`config.mk`:
```
export PLATFORM = sky130hd
export DESIGN_NAME = crc8_packet_feeder
export DESIGN_NICKNAME = d
export VERILOG_FILES = /design/src/rtl/crc8_packet_feeder_pkg.sv /design/src/rtl/crc8_byte_serializer.sv /design/src/rtl/crc8_packet_feeder.sv
export SDC_FILE = /design/constraint.sdc
export NUM_CORES = 1
export LEC_CHECK = 0
export CAP_MARGIN = 30
export CORE_ASPECT_RATIO = 2
export CORE_UTILIZATION = 50
export CTS_CLUSTER_SIZE = 16
export DETAILED_ROUTE_END_ITERATION = 10
export HOLD_SLACK_MARGIN = 0.1
export PLACE_DENSITY = 0.84
export SYNTH_ARGS = -nofsm -noshare
export SYNTH_HDL_FRONTEND = slang
export SYNTH_SLANG_ARGS = --single-unit
export TNS_END_PERCENT = 1
```
`constraint.sdc`:
```
create_clock -name clk -period 2.4 [get_ports clk]
set_input_delay 0.36 -clock clk [delete_from_list [all_inputs] [get_ports clk]]
set_output_delay 0.36 -clock clk [all_outputs]
set_load 0.05 [all_outputs]
```
`src/rtl/crc8_packet_feeder_pkg.sv`:
```
// crc8_feeder_pkg: shared types and constants for the CRC8816 packet feeder
package crc8_feeder_pkg;
  typedef enum logic [1:0] {IDLE, SEND, WAIT_DONE, REPORT} state_t;
  localparam int CRC_BYTE_W = 8;
  localparam int TIMEOUT_CYCLES_DEFAULT = 64;
  // Payload leaves MSB byte first, the expected CRC byte goes out last
  localparam bit BYTE_ORDER_MSB_FIRST = 1'b1;
endpackage

```
`src/rtl/crc8_byte_serializer.sv`:
```
// crc8_byte_serializer: loads payload plus CRC byte and emits it MSB byte first with valid/last
module crc8_byte_serializer import crc8_feeder_pkg::*; #(
  parameter int DATA_LENGTH = 32,
  parameter int DATA_LENGTH_BYTES = DATA_LENGTH / 8
) (
  input  logic                   clk,
  input  logic                   reset,
  input  logic                   load,
  input  logic [DATA_LENGTH-1:0] payload,
  input  logic [CRC_BYTE_W-1:0]  crc,
  output logic                   valid,
  output logic                   last,
  output logic [CRC_BYTE_W-1:0]  data
);
  localparam int CW = $clog2(DATA_LENGTH_BYTES + 1);
  localparam int SW = DATA_LENGTH + CRC_BYTE_W;
  localparam logic [CW-1:0] LAST_IDX = CW'(DATA_LENGTH_BYTES);
  logic [SW-1:0] sr;
  logic [CW-1:0] cnt;
  // Shift one byte out per cycle from load until the CRC byte has been shown
  always_ff @(posedge clk) begin
    if (reset) begin
      sr <= '0;
      cnt <= '0;
      valid <= 1'b0;
    end else if (load) begin
      sr <= {payload, crc};
      cnt <= '0;
      valid <= 1'b1;
    end else if (valid) begin
      sr <= sr << CRC_BYTE_W;
      cnt <= cnt + CW'(1);
      valid <= !last;
    end
  end
  assign last = valid && (cnt == LAST_IDX);
  assign data = valid ? sr[SW-1 -: CRC_BYTE_W] : '0;
endmodule

```
`src/rtl/crc8_packet_feeder.sv`:
```
// crc8_packet_feeder: streams one packet into CRC8816 and reports its result; CRC8_FEEDER_TIMEOUT_EN adds a WAIT_DONE watchdog
module crc8_packet_feeder import crc8_feeder_pkg::*; #(
  parameter int DATA_LENGTH = 32,
  parameter int DATA_LENGTH_BYTES = DATA_LENGTH / 8,
  parameter int TIMEOUT_CYCLES = TIMEOUT_CYCLES_DEFAULT
) (
  input  logic                   clk,
  input  logic                   reset,
  input  logic                   i_start,
  input  logic [DATA_LENGTH-1:0] i_payload,
  input  logic [CRC_BYTE_W-1:0]  i_crc_expected,
  output logic                   o_ready,
  output logic                   o_valid,
  output logic                   o_last,
  output logic [CRC_BYTE_W-1:0]  o_data,
  input  logic                   i_done,
  input  logic                   i_match,
  input  logic [CRC_BYTE_W-1:0]  i_crc8,
  output logic                   o_result_valid,
  output logic                   o_result_match,
  output logic [CRC_BYTE_W-1:0]  o_result_crc8,
  output logic                   o_err_proto,
  output logic                   o_err_timeout
);
  if (DATA_LENGTH % 8 != 0 || DATA_LENGTH < 8 || TIMEOUT_CYCLES < 1) begin : g_bad_cfg
    $error("crc8_packet_feeder: DATA_LENGTH must be a multiple of 8 (>=8) and TIMEOUT_CYCLES >= 1");
  end
  state_t state;
  logic load;
  assign load = (state == IDLE) && i_start;
  crc8_byte_serializer #(.DATA_LENGTH(DATA_LENGTH), .DATA_LENGTH_BYTES(DATA_LENGTH_BYTES)) u_ser (
    .clk(clk), .reset(reset), .load(load), .payload(i_payload), .crc(i_crc_expected),
    .valid(o_valid), .last(o_last), .data(o_data)
  );
`ifdef CRC8_FEEDER_TIMEOUT_EN
  localparam int TW = $clog2(TIMEOUT_CYCLES + 1);
  logic [TW-1:0] tcnt;
`else
  assign o_err_timeout = 1'b0;
`endif
  // Packet FSM with registered handshake, result capture and sticky error flags
  always_ff @(posedge clk) begin
    if (reset) begin
      state <= IDLE;
      o_ready <= 1'b1;
      o_result_valid <= 1'b0;
      o_result_match <= 1'b0;
      o_result_crc8 <= '0;
      o_err_proto <= 1'b0;
`ifdef CRC8_FEEDER_TIMEOUT_EN
      o_err_timeout <= 1'b0;
      tcnt <= '0;
`endif
    end else begin
      o_result_valid <= 1'b0;
      case (state)
        IDLE: if (i_start) begin
          state <= SEND;
          o_ready <= 1'b0;
          o_result_match <= 1'b0;
          o_result_crc8 <= '0;
          o_err_proto <= 1'b0;
`ifdef CRC8_FEEDER_TIMEOUT_EN
          o_err_timeout <= 1'b0;
`endif
        end
        SEND: begin
          if (o_last) state <= WAIT_DONE;
`ifdef CRC8_FEEDER_TIMEOUT_EN
          tcnt <= '0;
`endif
        end
        WAIT_DONE: if (i_done) begin
          state <= REPORT;
          o_result_valid <= 1'b1;
          o_result_match <= i_match;
          o_result_crc8 <= i_crc8;
        end
`ifdef CRC8_FEEDER_TIMEOUT_EN
        else if (tcnt == TW'(TIMEOUT_CYCLES - 1)) begin
          state <= REPORT;
          o_result_valid <= 1'b1;
          o_result_match <= 1'b0;
          o_result_crc8 <= '0;
          o_err_timeout <= 1'b1;
        end else tcnt <= tcnt + TW'(1);
`endif
        REPORT: begin
          state <= IDLE;
          o_ready <= 1'b1;
        end
        default: state <= IDLE;
      endcase
      if (i_done && state != WAIT_DONE) o_err_proto <= 1'b1;
    end
  end
endmodule

```
# ---- Word-level counts from Yosys, hierarchy flattened
# Index checks and enable logic that the tools add are counted.
dict set report totals {
  ff_bits 58
  out_inout_bits 23
  word_cells 54
}
dict set report op_classes {
  addsub 1
  n_eq_ne 8
  n_mux 19
  bitwise_logic 1
  n_reduce_logical 16
}
# op n
set ops {}
lappend ops {{two-way mux 40 bit} 2}
lappend ops {{two-way mux 8 bit} 3}
lappend ops {{case mux 8 bit (2 select lines)} 1}
lappend ops {{nonzero test 2 bit} 5}
lappend ops {{case mux 2 bit (4 select lines)} 1}
lappend ops {{two-way mux 1 bit} 7}
lappend ops {{two-way mux 2 bit} 3}
lappend ops {{!= test 2 bit, second input constant} 3}
lappend ops {{AND reduction 3 bit} 2}
lappend ops {{equality test 2 bit, second input constant} 2}
lappend ops {{case mux 1 bit (2 select lines)} 2}
lappend ops {{AND reduction 2 bit} 2}
lappend ops {{OR reduction 2 bit} 2}
lappend ops {{adder 3 x 1 -> 3 bit, second input constant} 1}
lappend ops {{equality test 3 bit, second input constant} 1}
lappend ops {{logical AND 1 bit} 3}
lappend ops {{equality test 2 x 1 -> 1 bit, second input constant} 1}
lappend ops {{zero test 2 bit} 1}
lappend ops {{!= test 2 x 1 -> 1 bit, second input constant} 1}
lappend ops {{zero test 1 bit} 1}
lappend ops {{NOT 1 bit} 1}

# ---- Depth between registers and ports, before layout
# Gate-level depths: netlist of the first run.
dict set report depth {
  word_depth 5
  depth_mapped 7
  ltp_nobuf 5
}

# ---- Hierarchy
# From an unflattened synthesis of the first run, not the netlist that was laid out.
dict set report hier_totals {
  cells_unflattened 284
  hier_area_um2 2781.4
}
# mod instances cells_per_inst area_per_inst_um2 seq_area_each_um2
set by_module_without_submodules {}
lappend by_module_without_submodules {crc8_byte_serializer 1 206 2052.0 880.8}
lappend by_module_without_submodules {crc8_packet_feeder 1 78 729.4 280.3}

# ---- Least setup slack after synthesis of the first run
# Ideal clock, no wire load.
dict set report synth_path {
  kind {flip-flop to output port}
  start {reg u_ser.valid}
  end {out o_data[0]}
  arrival_time_ns 1.512
  t_required_ns 2.040
  path_slack_ns 0.528
  path_stages_with_launch 4
  path_buffers 2
  path_cell_list {dfxtp_1 -> buf_4 -> clkbuf_1 -> and2_1}
}
dict set report synth_between {
  elab_chain_len 1
}
# element line
set synth_rtl {}
lappend synth_rtl {{start: declaration} crc8_byte_serializer.sv:11} ;# output logic valid,
lappend synth_rtl {{start signal: assignment} crc8_byte_serializer.sv:33} ;# valid <= !last;
lappend synth_rtl {{two-way mux 8 bit} crc8_byte_serializer.sv:37} ;# assign data = valid ? sr[SW-1 -: CRC_BYTE_W] : '0;
lappend synth_rtl {{end: declaration} crc8_packet_feeder.sv:15} ;# output logic [CRC_BYTE_W-1:0] o_data,
# No other way between the ends.

# ---- Worst setup path after layout of the first run
dict set report layout_path {
  start {reg u_ser.cnt[0]}
  end {out o_last}
}
dict set report layout_between {
  elab_chain_len 2
}
# element line
set layout_rtl {}
lappend layout_rtl {{start: declaration} crc8_byte_serializer.sv:19} ;# logic [CW-1:0] cnt;
lappend layout_rtl {{start signal: assignment} crc8_byte_serializer.sv:32} ;# cnt <= cnt + CW'(1);
lappend layout_rtl {{equality test 3 bit} crc8_byte_serializer.sv:36} ;# assign last = valid && (cnt == LAST_IDX);
lappend layout_rtl {{logical AND 1 bit} crc8_byte_serializer.sv:36}
lappend layout_rtl {{end: declaration} crc8_packet_feeder.sv:14} ;# output logic o_last,
# No other way between the ends.

==> results of run 1 <==
synthesized netlist by cell type (7+ instances only):
| cell type | instances |
|---|---|
| a22o_1 | 9 |
| mux2i_1 | 34 |
| buf_2 | 7 |
| nand2_1 | 12 |
| dfxtp_1 | 58 |
| nor2_1 | 36 |
| and2_1 | 9 |
| a21oi_1 | 10 |
| a211oi_1 | 33 |
| clkbuf_1 | 9 |
| nand3b_1 | 8 |
| ha_1 | 7 |
how the worst max path moves through the flow:
stage	endpoint	cells past startpoint	slack, ps	from
4_1_cts	o_last	5	140	u_ser.cnt[0]
2_1_floorplan	o_data[0]	3	530	u_ser.valid
3_3_place_gp	o_last	5	530	u_ser.cnt[0]
5_1_grt	o_last	5	80	u_ser.cnt[0]
3_5_place_dp	o_last	5	530	u_ser.cnt[0]
6_report	o_last	5	170	u_ser.cnt[0]
logic make-up after synthesis:
group	synth area share, %
flip-flops	45.6
AO/OA/AOI/OAI	17.0
buffers and inverters	5.21
XOR/XNOR	0.688
adder cells (fa/ha/maj)	3.44
multiplexers	13.4
AND/OR/NAND/NOR	14.5
other	0.147
per-layer routing:
metal  share of wire (%)  global-route usage, %  routed length [um]
met1                  41                   21.6                2220
met2                  51                   40.0                2750
met3                 6.1                   7.37                 328
met4                 2.0                   10.5                 107
met5                   0                      0                   0
area by class of cell:
| type | count | area, sq um |
|---|---|---|
| fill | 371 | 1410 |
| sequential | 58 | 1160 |
| multi-input combinational | 177 | 1250 |
| timing repair buffer | 78 | 761 |
| clock inverter | 2 | 10.0 |
| tap | 57 | 71.3 |
| clock buffer | 13 | 179 |
| inverter | 6 | 22.5 |
where the power goes:
part,switching [uW],internal (uW),total (uW)
Sequential,153,1210,1360
Clock,355,478,833
Combinational,727,555,1280
Total,1240,2240,3480
through the flow:
step / setup slack (ps) / hold slack [ps] / util (%) / cells / total power (uW)
floorplan: 528 / 460 / - / 263 / 2320
global placement: 535 / 458 / 67.2 / 376 / 2620
finish: 174 / 329 / 71.1 / 391 / 3480
CTS: 143 / 319 / 71.1 / 391 / 3520
global route: 76.6 / 355 / 71.1 / 391 / 3700
detailed placement: 529 / 457 / 67.2 / 376 / 2660
state kept, by name (all words and copies together), names as in the netlist:
name            cells
o_result_match      1
o_result_crc8       8
u_ser.sr           40
state               2
u_ser.cnt           3
o_result_valid      1
o_ready             1
u_ser.valid         1
o_err_proto         1
==> impl_metrics.toml, run 1 <==
[setup_path]
worstPathArrival_ps = 1870
cp_slowest_stage_delay_ps = 790
crit_type = "reg -> out"
cp_top_family = "buffers and inverters"
crit_chain = "inv_1 -> ha_1 -> nand3_2 -> inv_1 -> clkdlybuf4s50_1"
slowest_stage = "clkdlybuf4s50_1"
rr_endpoint = "o_result_crc8[4]"
endpoint_kind = "primary output"
r2r_cells = 5
crit_fanout = 3
timing.critical_path.buf_inv = 3
rr_startpoint = "state[0]"
start_kind = "register"
r2r_setup_slack_ps = 700
crit_top_cell = "inv_1"
required_ps = 2040

[logic_synthesis]
yosysSeqAreaShare_pct = 45.6
synth_area_leaders = "dfxtp_1 (46%), mux2i_1 (13%), a211oi_1 (9.7%)"
netlist-cell-type-count = 29
synth-main-ff-cell = "dfxtp_1"
synth_fp_nets = 323
syn_inst = 263
post-synth-top-area-cell = "dfxtp_1"
netlist.area_leader.share_pct = 45.6
async_flop_share_pct = 0
synth_edf_count = 0
yosys_register_bits = 58
syn_area_per_cell_sq_um = 9.68
ys_warn_count = 0
synth_area_sq_mm = 0.00254

[sta]
rsz0062_at_grt = "no"
period_minus_slack_ps = 2230
tightest_slew_ps = 572
fin_crit_sh_pct = 92.7
maxSlewViolCount = 0
slew_headroom_pct = 61.6
setup_viol = 0
skew_ps = 3.92
max_freq_mhz = 449
setup_tns_ps = 0
finalHoldViolations = 0

[power_and_ir_drop]
power_density_mw_per_mm2 = 1010
ir_worst_vdd_uv = 689
power_leakage_uw = 0.00133

[floorplanning]
core_region_area_sq_mm = 0.00486
die_width_um = 52.4
die_height_um = 103
pin_count = 76
rows = 36
die_area_sq_mm = 0.00540
start_util_pct = 52.3

[cts]
clock_latency_ps = 340
post-cts-setup-buffers = 0
h-tree-depth = 3
clk_pin_slew_ps = 60
cts.hold.buffers_added = 0
cts_made_buffers = 9
cts_resized = 0
ctsRootBufferMaster = "clkbuf_8"
cts_tree = "built"
clockBufferDepth = 2
cts_sinks = 58

[cells_and_area]
layout_common_cells = "clkdlybuf4s50_1 (66), dfxtp_1 (57), nor2_1 (36)"
postLayoutCellArea_sq_mm = 0.00346
drive_gt1_share_pct = 9.88
nNetsFinal = 390
final_common_cell = "clkdlybuf4s50_1"
diodes = 0
area_delta_synth_final_pct = 35.9

[place]
place_area_sq_mm = 0.00327
numPortBuffers = 74
routabilityCongestion = 0.746
dp_hpwl_um = 3720

[route]
antenna_left = 0
routed_wl_um = 5410
drc = 0
viasPerCell = 5.35
vias = 2090
dr.pass1.iters = 4
drtIter0Drc = 26
wl_per_cell_um = 13.8

[grt]
grt-ovfl-total = 0
grt_pass1_wl_um = 8810
antenna_found_initial = 0
grt_usage_pct = 22.1
grt_max_degree = 75
first_global_vias = 2092

[flow_run]
cap_violations = 0

[worst_hold_path]
min_to = "u_ser.sr[0]"
worstHoldPathType = "in -> reg"
hold_depth = 2
min_from = "reset"

[status]
outcome = "complete, no violations"
(Power assumes the default switching activity.)
==> run 2: changes to the inputs <==
--- a/config.mk
+++ b/config.mk
@@ -5,11 +5,12 @@
 export SDC_FILE = /design/constraint.sdc
 export NUM_CORES = 1
 export LEC_CHECK = 0
-export CAP_MARGIN = 30
+export CAP_MARGIN = 25
 export CORE_ASPECT_RATIO = 2
 export CORE_UTILIZATION = 50
 export CTS_CLUSTER_SIZE = 16
 export DETAILED_ROUTE_END_ITERATION = 10
+export GPL_TIMING_DRIVEN = 0
 export HOLD_SLACK_MARGIN = 0.1
 export PLACE_DENSITY = 0.84
 export SYNTH_ARGS = -nofsm -noshare
==> impl_metrics.toml, run 2 (synthesis gave the netlist of run 1 again) <==
[power_and_ir_drop]
ir_worst_vdd_uv = 685
total_power_uw = 3590
p_sw_uw = 1320
power_density_mw_per_mm2 = 1020
power_leakage_uw = 0.00136
switching_share_pct = 36.6
p_int_uw = 2280
p_seq_share_pct = 37.8
pwr-share-clk_pct = 24.1
p_comb_share_pct = 38.1

[floorplanning]
start_util_pct = 52.3
pin_count = 76
core_region_area_sq_mm = 0.00486
die_area_sq_mm = 0.00540
rows = 36
die_width_um = 52.4
die_height_um = 103

[setup_path]
required_ps = 2040
start_kind = "register"
slowest_stage = "clkdlybuf4s15_1"
crit_fanout = 10
crit_cells = 4
crit_chain = "buf_4 -> buf_1 -> and2_1 -> clkdlybuf4s15_1"
r2r_cells = 6
endpoint_kind = "primary output"
cp_slowest_stage_delay_ps = 500
crit_type = "reg -> out"
cp_top_family = "buffers and inverters"
worstPathArrival_ps = 1940
timing.critical_path.buf_inv = 3

[route]
drc = 0
antenna_left = 0
drtIter0Drc = 56
viasPerCell = 5.47
vias = 2232
dr.pass1.iters = 4
routed_wl_um = 6530
wl_per_cell_um = 16.0

[place]
numPortBuffers = 73
dp_hpwl_um = 4910
routabilityCongestion = 0.893

[worst_hold_path]
worstHoldPathType = "in -> reg"
hold_depth = 3

[sta]
max_freq_mhz = 435
setup_viol = 0
slew_headroom_pct = 61.2
skew_ps = 8.38
setup_tns_ps = 0
rsz0062_at_grt = "no"
maxSlewViolCount = 0
tightest_slew_ps = 583
fin_crit_sh_pct = 95.8
finalHoldViolations = 0
period_minus_slack_ps = 2300

[cts]
clk_pin_slew_ps = 60
cts.hold.buffers_added = 0
cts_made_buffers = 9
cts_sinks = 58
h-tree-depth = 3
ctsRootBufferMaster = "clkbuf_8"
cts_tree = "built"
clock_latency_ps = 340
clockBufferDepth = 2

[status]
outcome = "complete, no violations"

[cells_and_area]
fillers = 381
top_regs = "u_ser.sr x40, o_result_crc8 x8, u_ser.cnt x3"
final_common_cell = "clkdlybuf4s50_1"
nNetsFinal = 407
largest_register_ffs = 40
layout_common_cells = "clkdlybuf4s50_1 (65), dfxtp_1 (58), nor2_1 (36)"
area_delta_synth_final_pct = 38.8
diodes = 0
drive_gt1_share_pct = 8.26
top_register = "u_ser.sr"

[grt]
grt_usage_pct = 26.3
grt_max_degree = 11
grt-ovfl-total = 0
grt_pass1_wl_um = 10200
first_global_vias = 2311
antenna_found_initial = 0

[flow_run]
cap_violations = 0
## run 2: layout make-up
class / instances / area (sq um) / area share [%]
multi-input combinational: 177 / 1250 / 35.4
sequential: 58 / 1160 / 32.9
timing repair buffer: 73 / 731 / 20.7
clock buffer: 12 / 145 / 4.11
buffer: 22 / 110 / 3.12
tap: 57 / 71.3 / 2.02
clock inverter: 3 / 40.0 / 1.13
inverter: 6 / 22.5 / 0.638
## run 2: worst register-to-register path, stage by stage, from the launching register on
cell,delay [ps]
dfxtp_1,360
inv_1,110
ha_1,270
nand2_1,90
buf_2,210
clkbuf_1,460
a211oi_1,190
## run 2: metal layers
| metal | share of wire (%) | global-route usage (%) | routed length [um] |
|---|---|---|---|
| met2 | 56 | 50.0 | 3660 |
| met4 | 3.0 | 13.2 | 193 |
| met1 | 36 | 23.7 | 2370 |
| met3 | 4.7 | 7.96 | 306 |
| met5 | 0 | 0 | 0 |
## run 2: repair_timing
action,in CTS,in global routing
gates resized for setup,8,9
endpoints found under the setup margin,8,8
buffers inserted,0,0
endpoints found under the hold margin,0,0
## run 2: worst paths after layout
check	from	to	slack (ps)
max	u_ser.valid	o_data[6]	100
min	reset	state[1]	450
max reg2reg	state[0]	u_ser.sr[8]	570
min reg2reg	o_result_crc8[0]	o_result_crc8[0]	480
## run 2: per-stage QoR
stage / instances / worst slack (ps) / util [%] / hold slack [ps] / instance area (sq um)
after CTS: 408 / 34.4 / 72.4 / 441 / 3520
after global placement: 393 / 121 / 68.8 / 459 / 3350
after global routing: 408 / 11.4 / 72.6 / 460 / 3530
final: 408 / 99.8 / 72.6 / 451 / 3530
after floorplan: 263 / 528 / - / 460 / 2540
after detailed placement: 393 / 126 / 68.8 / 454 / 3350
## run 2: power by group through the flow
| stage | clock network (uW) | registers, uW | logic [uW] |
|---|---|---|---|
| detailed placement | 0 | 1370 | 1370 |
| finish | 866 | 1360 | 1370 |
| global route | 924 | 1380 | 1490 |
| CTS | 875 | 1350 | 1370 |
| global placement | 0 | 1360 | 1340 |
| floorplan | 0 | 1410 | 910 |
